File: src/rtl/acc_pkg.sv
// Shared types and widths for the frame-summing accumulator.
// Used by sum_accumulator and acc_datapath.
package acc_pkg;

    localparam int OPND_W = 5;
    localparam int CNT_W  = 5;

    typedef enum logic [1:0] {
        IDLE  = 2'd0,
        ACCUM = 2'd1,
        DONE  = 2'd2
    } state_t;

endpackage

File: src/rtl/acc_datapath.sv
// Adder, overflow detect and saturate/wrap select for the accumulator.
// Macro ACC_SAT_EN selects saturation; otherwise the total wraps.
module acc_datapath
    import acc_pkg::*;
#(
    parameter int ACC_W = 8
) (
    input  logic [ACC_W-1:0]  i_acc,
    input  logic [OPND_W-1:0] i_opnd,
    input  logic              i_ovf,
    output logic [ACC_W-1:0]  o_acc,
    output logic              o_ovf
);

    logic [ACC_W:0] w_sum;
    logic           w_carry;

    // Widened add so the carry out of the top bit is visible.
    always_comb begin
        w_sum   = {1'b0, i_acc} + (ACC_W+1)'(i_opnd);
        w_carry = w_sum[ACC_W];
    end

    // Next total and sticky overflow flag.
    always_comb begin
        o_ovf = i_ovf | w_carry;
`ifdef ACC_SAT_EN
        // Once the frame has overflowed the total pins at all-ones.
        o_acc = o_ovf ? {ACC_W{1'b1}} : w_sum[ACC_W-1:0];
`else
        o_acc = w_sum[ACC_W-1:0];
`endif
    end

endmodule

File: src/rtl/sum_accumulator.sv
// Sums N_SAMPLES adder results per frame with a valid/ready handshake.
// Optional macro ACC_SAT_EN: saturate instead of wrap on overflow.
module sum_accumulator
    import acc_pkg::*;
#(
    parameter int N_SAMPLES = 8,
    parameter int ACC_W     = 8
) (
    input  logic             clk,
    input  logic             rst,
    input  logic             start,
    input  logic             clr,
    input  logic             in_valid,
    input  logic [3:0]       sum,
    input  logic             cout,
    output logic             in_ready,
    output logic [ACC_W-1:0] acc,
    output logic [CNT_W-1:0] cnt,
    output logic             out_valid,
    input  logic             out_ready,
    output logic             ovf
);

    state_t           r_state;
    state_t           w_state_nxt;
    logic [ACC_W-1:0] r_acc;
    logic [CNT_W-1:0] r_cnt;
    logic             r_ovf;
    logic             r_out_valid;

    logic             w_in_ready;
    logic             w_xfer;
    logic             w_last;
    logic             w_zero;
    logic [ACC_W-1:0] w_acc_nxt;
    logic             w_ovf_nxt;

    acc_datapath #(
        .ACC_W (ACC_W)
    ) u_dp (
        .i_acc  (r_acc),
        .i_opnd ({cout, sum}),
        .i_ovf  (r_ovf),
        .o_acc  (w_acc_nxt),
        .o_ovf  (w_ovf_nxt)
    );

    // Next state, handshake and frame-clear decode.
    always_comb begin
        w_state_nxt = r_state;
        w_in_ready  = 1'b0;
        w_xfer      = 1'b0;
        w_last      = 1'b0;
        w_zero      = 1'b0;
        if (r_state == ACCUM) begin
            w_in_ready = 1'b1;
        end
        w_xfer = in_valid & w_in_ready;
        w_last = w_xfer && (r_cnt == CNT_W'(N_SAMPLES - 1));
        if (clr) begin
            w_state_nxt = IDLE;
            w_zero      = 1'b1;
        end else begin
            case (r_state)
                IDLE: begin
                    if (start) begin
                        w_state_nxt = ACCUM;
                        w_zero      = 1'b1;
                    end
                end
                ACCUM: begin
                    if (w_last) begin
                        w_state_nxt = DONE;
                    end
                end
                DONE: begin
                    if (out_ready) begin
                        w_state_nxt = IDLE;
                        w_zero      = 1'b1;
                    end
                end
                default: begin
                    w_state_nxt = IDLE;
                    w_zero      = 1'b1;
                end
            endcase
        end
    end

    // State register; out_valid registered from the next state.
    always_ff @(posedge clk) begin
        if (rst) begin
            r_state     <= IDLE;
            r_out_valid <= 1'b0;
        end else begin
            r_state     <= w_state_nxt;
            r_out_valid <= (w_state_nxt == DONE);
        end
    end

    // Running total, operand count and sticky overflow.
    always_ff @(posedge clk) begin
        if (rst || w_zero) begin
            r_acc <= '0;
            r_cnt <= '0;
            r_ovf <= 1'b0;
        end else if (w_xfer) begin
            r_acc <= w_acc_nxt;
            r_cnt <= r_cnt + 1'b1;
            r_ovf <= w_ovf_nxt;
        end
    end

    assign in_ready  = w_in_ready;
    assign acc       = r_acc;
    assign cnt       = r_cnt;
    assign ovf       = r_ovf;
    assign out_valid = r_out_valid;

endmodule

File: config.mk
export PLATFORM = sky130hd
export DESIGN_NAME = sum_accumulator
export DESIGN_NICKNAME = d
export VERILOG_FILES = /design/src/rtl/acc_pkg.sv /design/src/rtl/acc_datapath.sv /design/src/rtl/sum_accumulator.sv
export SDC_FILE = /design/constraint.sdc
export NUM_CORES = 1
export LEC_CHECK = 0
export ABC_AREA = 1
export CAP_MARGIN = 20
export CELL_PAD_IN_SITES_DETAIL_PLACEMENT = 1
export CELL_PAD_IN_SITES_GLOBAL_PLACEMENT = 1
export CORE_AREA = 2 2 59 61
export CTS_CLUSTER_SIZE = 40
export DETAILED_ROUTE_END_ITERATION = 6
export DIE_AREA = 0 0 61 63
export PLACE_DENSITY_LB_ADDON = 0.1
export SYNTH_ARGS = -nofsm -noshare
export SYNTH_HDL_FRONTEND = slang
export SYNTH_HIERARCHICAL = 1
export SYNTH_SLANG_ARGS = --single-unit
File: constraint.sdc
create_clock -name clk -period 3.1 [get_ports clk]
set_input_delay 0.93 -clock clk [delete_from_list [all_inputs] [get_ports clk]]
set_output_delay 0.93 -clock clk [all_outputs]
set_load 0.02 [all_outputs]
# --- Word level (Yosys, flattened, before mapping) ---
# Index checks and enable logic that the tools add are counted.
totals:
  ff_bits: 17
  inputBits: 11
  output_inout_bits: 16
  elab_cells: 26
classes:
  n_addsub: 2
  n_eq_ne: 4
  n_mux: 10
  n_bitwise: 2
  n_reduce_logical: 3
ops:
  columns: ["operator", "n"]
  rows:
  - ["8-bit by 5-bit adder with 9-bit output", 1]
  - ["2-bit two-way mux", 4]
  - ["2-bit one-hot mux with 3 select lines", 1]
  - ["5-bit by 1-bit adder with 5-bit output, second input constant", 1]
  - ["5-bit by 3-bit equality test with 1-bit output, second input constant", 1]
  - ["2-bit equality test, second input constant", 2]
  - ["1-bit two-way mux", 4]
  - ["1-bit one-hot mux with 3 select lines", 1]
  - ["2-bit by 1-bit equality test with 1-bit output, second input constant", 1]
  - ["2-bit logical NOT", 1]
  - ["1-bit AND", 1]
  - ["1-bit logical AND", 1]
  - ["1-bit logical OR", 1]
  - ["1-bit bitwise OR", 1]

# --- Longest topological paths before layout ---
# Gate-level depths: netlist of run 1.
depth:
  ltp_word: 8
  mapped_depth: 12
  depth_no_buf: 12

# --- Cells and area by module ---
# Netlist of run 1, hierarchy kept.
by_module_without_submodules:
  columns: ["module", "n_inst", "cells_each", "area_each_um2", "seq_area_each_um2"]
  rows:
  - ["sum_accumulator", 1, 101, 772.0, 340.3]
  - ["acc_datapath", 1, 60, 319.1, 0.0]

# --- Worst setup path after synthesis of run 1 ---
# Ideal clock, no wire load.
synth_path:
  path_type: "input port to flip-flop"
  startpoint: "input sum[0]"
  endpoint: "register r_acc[6], in the netlist acc[6]"
  setup_ps: 66
  arrival_time_ps: 2068
  required_ps: 3034
  path_slack_ps: 966
  stages: 12
  path_buffers: 0
  path_cell_list: "ha_1 > inv_1 > fa_1 > inv_1 > nand2_1 > nand2_1 > nand3_1 > nand2_1 > nand2_1 > nand2_1 > nand2_1 > a21oi_2"
synth_via:
  elab_chain_cells: 1
synth_lines:
  columns: ["element", "line", "source"]
  rows:
  - ["start: declaration", "sum_accumulator.sv:14", "input logic [3:0] sum,"]
  - ["8-bit by 5-bit adder with 9-bit output", "acc_datapath.sv:20", "w_sum = {1'b0, i_acc} + (ACC_W+1)'(i_opnd);"]
  - ["named net w_acc_nxt[6]", "sum_accumulator.sv:35", "logic [ACC_W-1:0] w_acc_nxt;"]
  - ["end signal: assignment", "sum_accumulator.sv:108", "r_acc <= w_acc_nxt;"]
  - ["end: declaration", "sum_accumulator.sv:26", "logic [ACC_W-1:0] r_acc;"]
# The timed path passes the listed nets, and every way through them passes these cells.
# A chain may end at the register's enable or synchronous reset.

# --- Final worst setup path of run 1 ---
# Same ends and word-level chain as after synthesis.

==> metrics.md, run 1 <==
| Metric | Value |
|---|---|
| Nets | 208 |
| Crit Path Class | in -> reg |
| N_diodes | 0 |
| Synth top area cells | dfxtp_1 (31%), nand2_1 (20%), a21oi_2 (8.0%) |
| Final setup viols | 0 |
| Power per cell area | 275 mW/mm^2 |
| Placed Cells | 231 |
| Detailed Routing Iterations Pass 1 | 3 |
| Vias in the first global route | 1151 |
| Fin area | 0.00142 mm^2 |
| DRT antenna net count | 0 |
| Area of the mapped netlist | 0.00109 mm^2 |
| Clk network pwr share | 31.4% |
| TritonCTS Buffers | 3 |
| Crit path time final | approximately 2.4 ns |
| Hold Crit Depth | 2 |
| Switch Pwr | 98.2 uW |
| Cell Count, Final, Fillers Out | 235 |
| Max-slew headroom | between 70% and 80% |
| Int Pwr | 292 uW |
| Distinct cells, synth | 20 |
| Max Clock Freq | 411 MHz |
| Number of port buffers | 26 |
| Synth area leader | dfxtp_1 |
| Worst Path Required | 3.34 ns |
| Hold Vio Cnt, Final | 0 |
| R2R setup slack | 1.38 ns |
| Max cap viols | 0 |
| Layout Area Growth over Synthesis | 30.0% |
| Final HPWL DP | 2050 um |
| Switching Share | 25.2% |
| Post-DP Area | 0.00139 mm^2 |
| Post-Syn Area per Cell | 6.78 um^2 |
| TNS Setup | 0 ns |
| Placer Congestion | 0.773 |
| Die Wd | ~61 um |
| Sink Count | 17 |
| Seq pwr share | a little under three fifths |
| Routed WL | 2620 um |
| H-tree Lvls | 1 |
| Post-CTS Hold Fix Bufs | 0 |
| Remaining global-route overflow | 0 |
| CP Max Fanout | 3 |
| Vias | 1085 |
| Starting DRT DRC Count | 23 |
| Hold path startpoint | acc[2] |
| DRC Markers | 0 |
| CP max stage delay | 0.46 ns |
| Post-CTS Resized | 0 |
| Ratio of cells with drive above 1 in the final layout | 12.2% |
| Post-synth EDFFs | 0 |
| Row cnt | 21 |
| Buffer and inverter count on the worst path | 3 |
| Die area | 0.00384 mm^2 |
| Post-synth ARST share | 0% |
| CTS clk-pin slew, worst paths | 0.11 ns |
| CTS tree | built |
| Post-Synthesis Cells | around 160 |
| Worst path slowest cell | clkdlybuf4s50_1 |
| Yosys warnings | 6 |
| Initial cell density of the core | 33.8% |
| Synthesized Nets | 179 |
| Hold Path End | acc[2] |
| Critical Path AT | 2.67 ns |
| Class of the worst hold path | reg -> reg |
| Worst r2r src | acc[0] |
| Via/cell ratio | 4.62 |
| Die height | 63 um |
| Skew-Pair Late Insertion Delay | 0.29 ns |
| Synth cell count leaders | nand2_1 (57), inv_1 (23), dfxtp_1 (17) |
| IO Pins | 27 |
| Crit path launch type | input port |
| Most frequent cell after synthesis | nand2_1 |
| Max VDD drop | 263 uV |
| Drt wl/cell | 11.1 um |
| Number of slew-limit violations in the final report | 0 |
| First-pass GRT wire length | 4800 um |
| Worst-path cell chain | clkdlybuf4s50_1 -> ha_1 -> inv_1 -> fa_1 -> inv_1 -> nand2_1 -> nand2_1 -> nand3_1 -> nand2_1 -> nand2_1 -> nand2_1 -> nand2_1 -> a21oi_2 |
| Leakage Power | 0.582 nW |
| CTS Buffer Depth | 2 |
| All-Layer GR Usage | 15.9% |
| Reg2Reg Depth | 12 |
| CP most frequent cell | nand2_1 |
| Slew @ Worst Pin | ~0.32 ns |
| R2R Path End | acc[6] |
| Worst Skew | 0.00696 ns |
| Synth top area share | 31.2% |
| Synth Register Bits | 17 |
| Root buffer cell | clkbuf_4 |
| Top cell family by delay on the critical path | buffers and inverters |
| Tcrit/Tclk final | 78.5% |
| Most used DFF post-synth | dfxtp_1 |
| Initial antenna violation count | 0 |
| Largest net degree at the start of global routing | 15 |
| RSZ-0062 raised after global routing | no |
| Core outline area | 0.00323 mm^2 |
| Sequential-to-total area share from yosys stat | 31.2% |
| Combinational share of power | 12.0% |
| Status | finished clean |
| Post-CTS Setup Repair Bufs | 0 |
| CP endpoint kind | register |
## layout by cell type (no fill, tap or decap)
cell type / n
nand3_2: 3
inv_2: 4
fa_1: 1
ha_1: 6
buf_4: 1
nand4_1: 1
clkbuf_1: 1
nand2_1: 57
inv_1: 23
clkdlybuf4s50_1: 26
nor2_1: 10
a21oi_1: 5
xnor2_1: 3
clkbuf_4: 3
nand2_2: 1
nor2_4: 1
nand3_1: 13
nand3b_1: 2
or2_1: 1
a21oi_2: 10
dfxtp_1: 17
## sequential cells by signal (all words and copies together), names as in the netlist
signal	cells
cnt	5
ovf	1
out_valid	1
acc	8
r_state	2
## cells by family (layout without fill, tap and decap cells)
logic type	count (synthesis)	count (layout)	synth area share, %
buf+inv	30	58	11.5
simple gates	89	89	35.9
fa+ha+maj	7	7	8.72
compound gates	15	15	10.3
flops	17	17	31.2
xor+xnor	3	3	2.41
## worst register-to-register path: stages (launching register included)
cell and delay, ns:
dfxtp_1 0.37, ha_1 0.17, inv_1 0.05, fa_1 0.41
inv_1 0.07, nand2_1 0.04, nand2_1 0.09, nand3_1 0.10
nand2_1 0.07, nand2_1 0.05, nand2_1 0.05, nand2_1 0.06
a21oi_2 0.13
## worst max path at each step
stage                     endpoint  cells after the start  slack (ns)   start
after floorplan             acc[6]                     12        0.97  sum[0]
after global placement      acc[6]                     13        0.42  sum[0]
after detailed placement    acc[6]                     13        0.35  sum[0]
after CTS                   acc[6]                     13        0.66  sum[0]
after global routing        acc[4]                     11        0.50  sum[0]
final                       acc[6]                     13        0.67  sum[0]
## power groups by stage
stage / combinational [mW] / sequential [mW] / clock [mW]
after floorplan: 0.0268 / 0.226 / 0
after global placement: 0.0465 / 0.226 / 0
after detailed placement: 0.0477 / 0.226 / 0
after CTS: 0.0478 / 0.221 / 0.130
after global routing: 0.0524 / 0.221 / 0.141
final: 0.0468 / 0.221 / 0.123
## layout make-up
| cell class | instances | area (um^2) |
|---|---|---|
| Fill cell | 445 | 1810 |
| Multi-Input combinational cell | 114 | 626 |
| Sequential cell | 17 | 340 |
| Timing Repair Buffer | 27 | 268 |
| Inverter | 27 | 101 |
| Tap cell | 46 | 57.6 |
| Clock buffer | 4 | 26.3 |
## per-stage QoR
| stage | power [mW] | util, % | setup slack [ns] | hold WS (ns) |
|---|---|---|---|---|
| 2_1_floorplan | 0.253 | - | 0.966 | 0.523 |
| 3_3_place_gp | 0.272 | 43.1 | 0.417 | 0.473 |
| 3_5_place_dp | 0.273 | 43.1 | 0.349 | 0.486 |
| 4_1_cts | 0.399 | 43.9 | 0.663 | 0.503 |
| 5_1_grt | 0.414 | 43.9 | 0.504 | 0.518 |
| 6_report | 0.390 | 43.9 | 0.666 | 0.496 |
## routing by layer
| layer | routed length (um) | GRT usage [%] |
|---|---|---|
| met1 | 1190 | 19.2 |
| met2 | 1330 | 28.2 |
| met3 | 85 | 4.35 |
| met4 | 11 | 1.63 |
| met5 | 0 | 0 |
No activity file was read; power rests on OpenSTA's default activity.
==> inputs of run 2 (changes only) <==
--- a/config.mk
+++ b/config.mk
@@ -9,10 +9,10 @@
 export CAP_MARGIN = 20
 export CELL_PAD_IN_SITES_DETAIL_PLACEMENT = 1
 export CELL_PAD_IN_SITES_GLOBAL_PLACEMENT = 1
-export CORE_AREA = 2 2 59 61
+export CORE_AREA = 2 2 64 66
 export CTS_CLUSTER_SIZE = 40
 export DETAILED_ROUTE_END_ITERATION = 6
-export DIE_AREA = 0 0 61 63
+export DIE_AREA = 0 0 66 68
 export PLACE_DENSITY_LB_ADDON = 0.1
 export SYNTH_ARGS = -nofsm -noshare
 export SYNTH_HDL_FRONTEND = slang
==> constraint.sdc (replaced) <==
create_clock -name clk -period 2.1 [get_ports clk]
set_input_delay 0.63 -clock clk [delete_from_list [all_inputs] [get_ports clk]]
set_output_delay 0.63 -clock clk [all_outputs]
set_load 0.02 [all_outputs]
==> run 2 against run 1 <==
Power grew 68%. First-iteration DRC count grew 48%. Global-route usage shrank 1.5 points. Via count grew 1.1%. Sequential cell count is the same.
==> metrics.md, run 2 (synthesis gave the netlist of run 1 again) <==
| Metric | Value |
|---|---|
| Status | finished clean (unchanged) |
| Footprint of the multi-input gates | 638 um^2 (was 626 um^2) |
| Fillers | 492 (was 445) |
| Power per cell area | 435 mW/mm^2 (was 275 mW/mm^2) |
| R2R setup slack | 0.50 ns (was 1.38 ns) |
| Initial cell density of the core | 28.3% (was 33.8%) |
| Hold Path End | ovf (was acc[2]) |
| TritonCTS Buffers | 3 (unchanged) |
| Reg2Reg Depth | 10 (was 12) |
| Number of port buffers | 26 (unchanged) |
| Vias in the first global route | 1187 (was 1151) |
| Switch Pwr | 163 uW (was 98.2 uW) |
| Worst-path cell chain | clkdlybuf4s50_1 (was clkdlybuf4s50_1 -> ha_1 -> inv_1 -> fa_1 -> inv_1 -> nand2_1 -> nand2_1 -> nand3_1 -> nand2_1 -> nand2_1 -> nand2_1 -> nand2_1 -> a21oi_2) |
| Remaining global-route overflow | 0 (unchanged) |
| Most common cell after layout, fill and taps aside | nand2_1 (unchanged) |
| Seq pwr share | 49.7% (was 56.6%) |
| DRC Markers | 0 (unchanged) |
| Final setup viols | 0 (unchanged) |
| Die area | 0.00449 mm^2 (was 0.00384 mm^2) |
| Switching Share | 25.0% (was 25.2%) |
| Int Pwr | 491 uW (was 292 uW) |
| Slew @ Worst Pin | 0.325 ns (was 0.315 ns) |
| CP endpoint kind | output pin (was register) |
| R2R Path End | ovf (was acc[6]) |
| Layout Area Growth over Synthesis | 38.1% (was 30.0%) |
| Crit path launch type | register (was input port) |
| Routed WL | 2800 um (was 2620 um) |
| Fin area | 0.00151 mm^2 (was 0.00142 mm^2) |
| Ratio of cells with drive above 1 in the final layout | 18.5% (was 12.2%) |
| Starting DRT DRC Count | 34 (was 23) |
| Buffer and inverter count on the worst path | 1 (was 3) |
| Detailed Routing Iterations Pass 1 | 4 (was 3) |
| IO Pins | 27 (unchanged) |
| Max-slew headroom | 78.3% (was 78.9%) |
| Via/cell ratio | 4.48 (was 4.62) |
| CTS tree | built (unchanged) |
| DRT antenna net count | 0 (unchanged) |
| Worst Skew | 0.00416 ns (was 0.00696 ns) |
| RSZ-0062 raised after global routing | no (unchanged) |
| Tcrit/Tclk final | 92.1% |
| Crit path time final | 1.93 ns |
| Number of slew-limit violations in the final report | 0 (unchanged) |
| Critical Path AT | 1.30 ns (was 2.67 ns) |
| Combinational share of power | 11.1% (was 12.0%) |
| Nets | 214 (was 208) |
| Drt wl/cell | 11.4 um (was 11.1 um) |
| Worst Path Required | 1.47 ns (was 3.34 ns) |
| CP max stage delay | 0.64 ns (was 0.46 ns) |
| CTS clk-pin slew, worst paths | 0.08 ns (was 0.11 ns) |
| CP Max Fanout | 5 (was 3) |
| Max cap viols | 0 (unchanged) |
| Worst path slowest cell | clkdlybuf4s50_1 (unchanged) |
| Core outline area | 0.00386 mm^2 (was 0.00323 mm^2) |
| Hold path startpoint | ovf (was acc[2]) |
| Placer Congestion | 0.733 (was 0.773) |
| Clk network pwr share | 39.1% (was 31.4%) |
| N_diodes | 0 (unchanged) |
| Hold Vio Cnt, Final | 0 (unchanged) |
| Hold Crit Depth | 2 (unchanged) |
| Leakage Power | 0.643 nW (was 0.582 nW) |
| Skew-Pair Late Insertion Delay | 0.25 ns (was 0.29 ns) |
| Root buffer cell | clkbuf_8 (was clkbuf_4) |
| Max reg flops | 8 (unchanged) |
| Class of the worst hold path | reg -> reg (unchanged) |
| Total power | 655 uW (was 390 uW) |
| Initial antenna violation count | 0 (unchanged) |
| Max Clock Freq | 517 MHz |
| Post-DP Area | 0.00144 mm^2 (was 0.00139 mm^2) |
| Top cell family by delay on the critical path | buffers and inverters (unchanged) |
| Sink Count | 17 (unchanged) |
| First-pass GRT wire length | 5030 um (was 4800 um) |
| Row cnt | 23 (was 21) |
| H-tree Lvls | 1 (unchanged) |
| Worst r2r src | acc[0] (unchanged) |
| Die Wd | 66 um (was 61 um) |
| All-Layer GR Usage | 14.4% (was 15.9%) |
| Vias | 1097 (was 1085) |
| Final HPWL DP | 2230 um (was 2050 um) |
| Largest net degree at the start of global routing | 15 (unchanged) |
| Max VDD drop | 185 uV (was 263 uV) |
| Crit Path Class | reg -> out (was in -> reg) |
| Seq. cell area | 340 um^2 (unchanged) |
| Die height | 68 um (was 63 um) |
| Most frequent cells in the layout | nand2_1 (56), clkdlybuf4s50_1 (24), inv_1 (21) (was nand2_1 (57), clkdlybuf4s50_1 (26), inv_1 (23)) |
| CTS Buffer Depth | 2 (unchanged) |
run 2: layout make-up:
type,instances,share of cell area [%]
multi-input cells,114,42.4
flip-flops and latches,17,22.6
repair buffers,33,21.1
inverters,27,6.73
well taps,50,4.15
clock buffers,3,2.74
clock inverters,1,0.332
run 2: through the flow:
| step | hold WS [ns] | setup TNS (ns) | setup slack [ns] | utilization (%) | cells |
|---|---|---|---|---|---|
| final | 0.484 | 0 | 0.167 | 39.1 | 245 |
| after global routing | 0.513 | 0 | 0.0421 | 39.1 | 245 |
| after CTS | 0.492 | 0 | 0.0186 | 38.7 | 245 |
| after detailed placement | 0.478 | -1.17 | -0.308 | 37.4 | 241 |
| after global placement | 0.470 | -0.917 | -0.263 | 37.4 | 241 |
| after floorplan | 0.523 | 0 | 0.266 | - | 161 |
run 2: worst max-delay path by stage:
stage | startpoint | endpoint | slack, ns | cells past startpoint
floorplan | sum[0] | acc[6] | 0.27 | 12
detailed placement | sum[0] | acc[6] | -0.31 | 13
global route | cout | acc[7] | 0.04 | 10
global placement | sum[0] | acc[6] | -0.26 | 13
CTS | r_state[1] | in_ready | 0.02 | 4
finish | cnt[3] | cnt[3] | 0.17 | 1
run 2: metal layers:
layer	vias to the layer above	global-route usage [%]	share of wire, %
met4	0	3.06	0.36
li1	564	-	-
met1	515	16.7	46
met2	16	27.3	51
met5	-	0	0
met3	2	3.13	3.4
run 2: what timing repair did:
| item | CTS | global route |
|---|---|---|
| buffers inserted | 0 | 0 |
| pin swaps | 0 | 3 |
| hold buffers | 0 | 0 |
| cloned | 0 | 0 |
| gates resized for setup | 2 | 6 |
| setup endpoints to repair | 2 | 4 |
run 2: power by group through the flow:
stage | combinational, mW | clock [mW] | sequential (mW)
3_3_place_gp | 0.0733 | 0 | 0.333
4_1_cts | 0.0749 | 0.272 | 0.325
2_1_floorplan | 0.0396 | 0 | 0.334
6_report | 0.0730 | 0.256 | 0.325
5_1_grt | 0.0816 | 0.281 | 0.326
3_5_place_dp | 0.0743 | 0 | 0.333
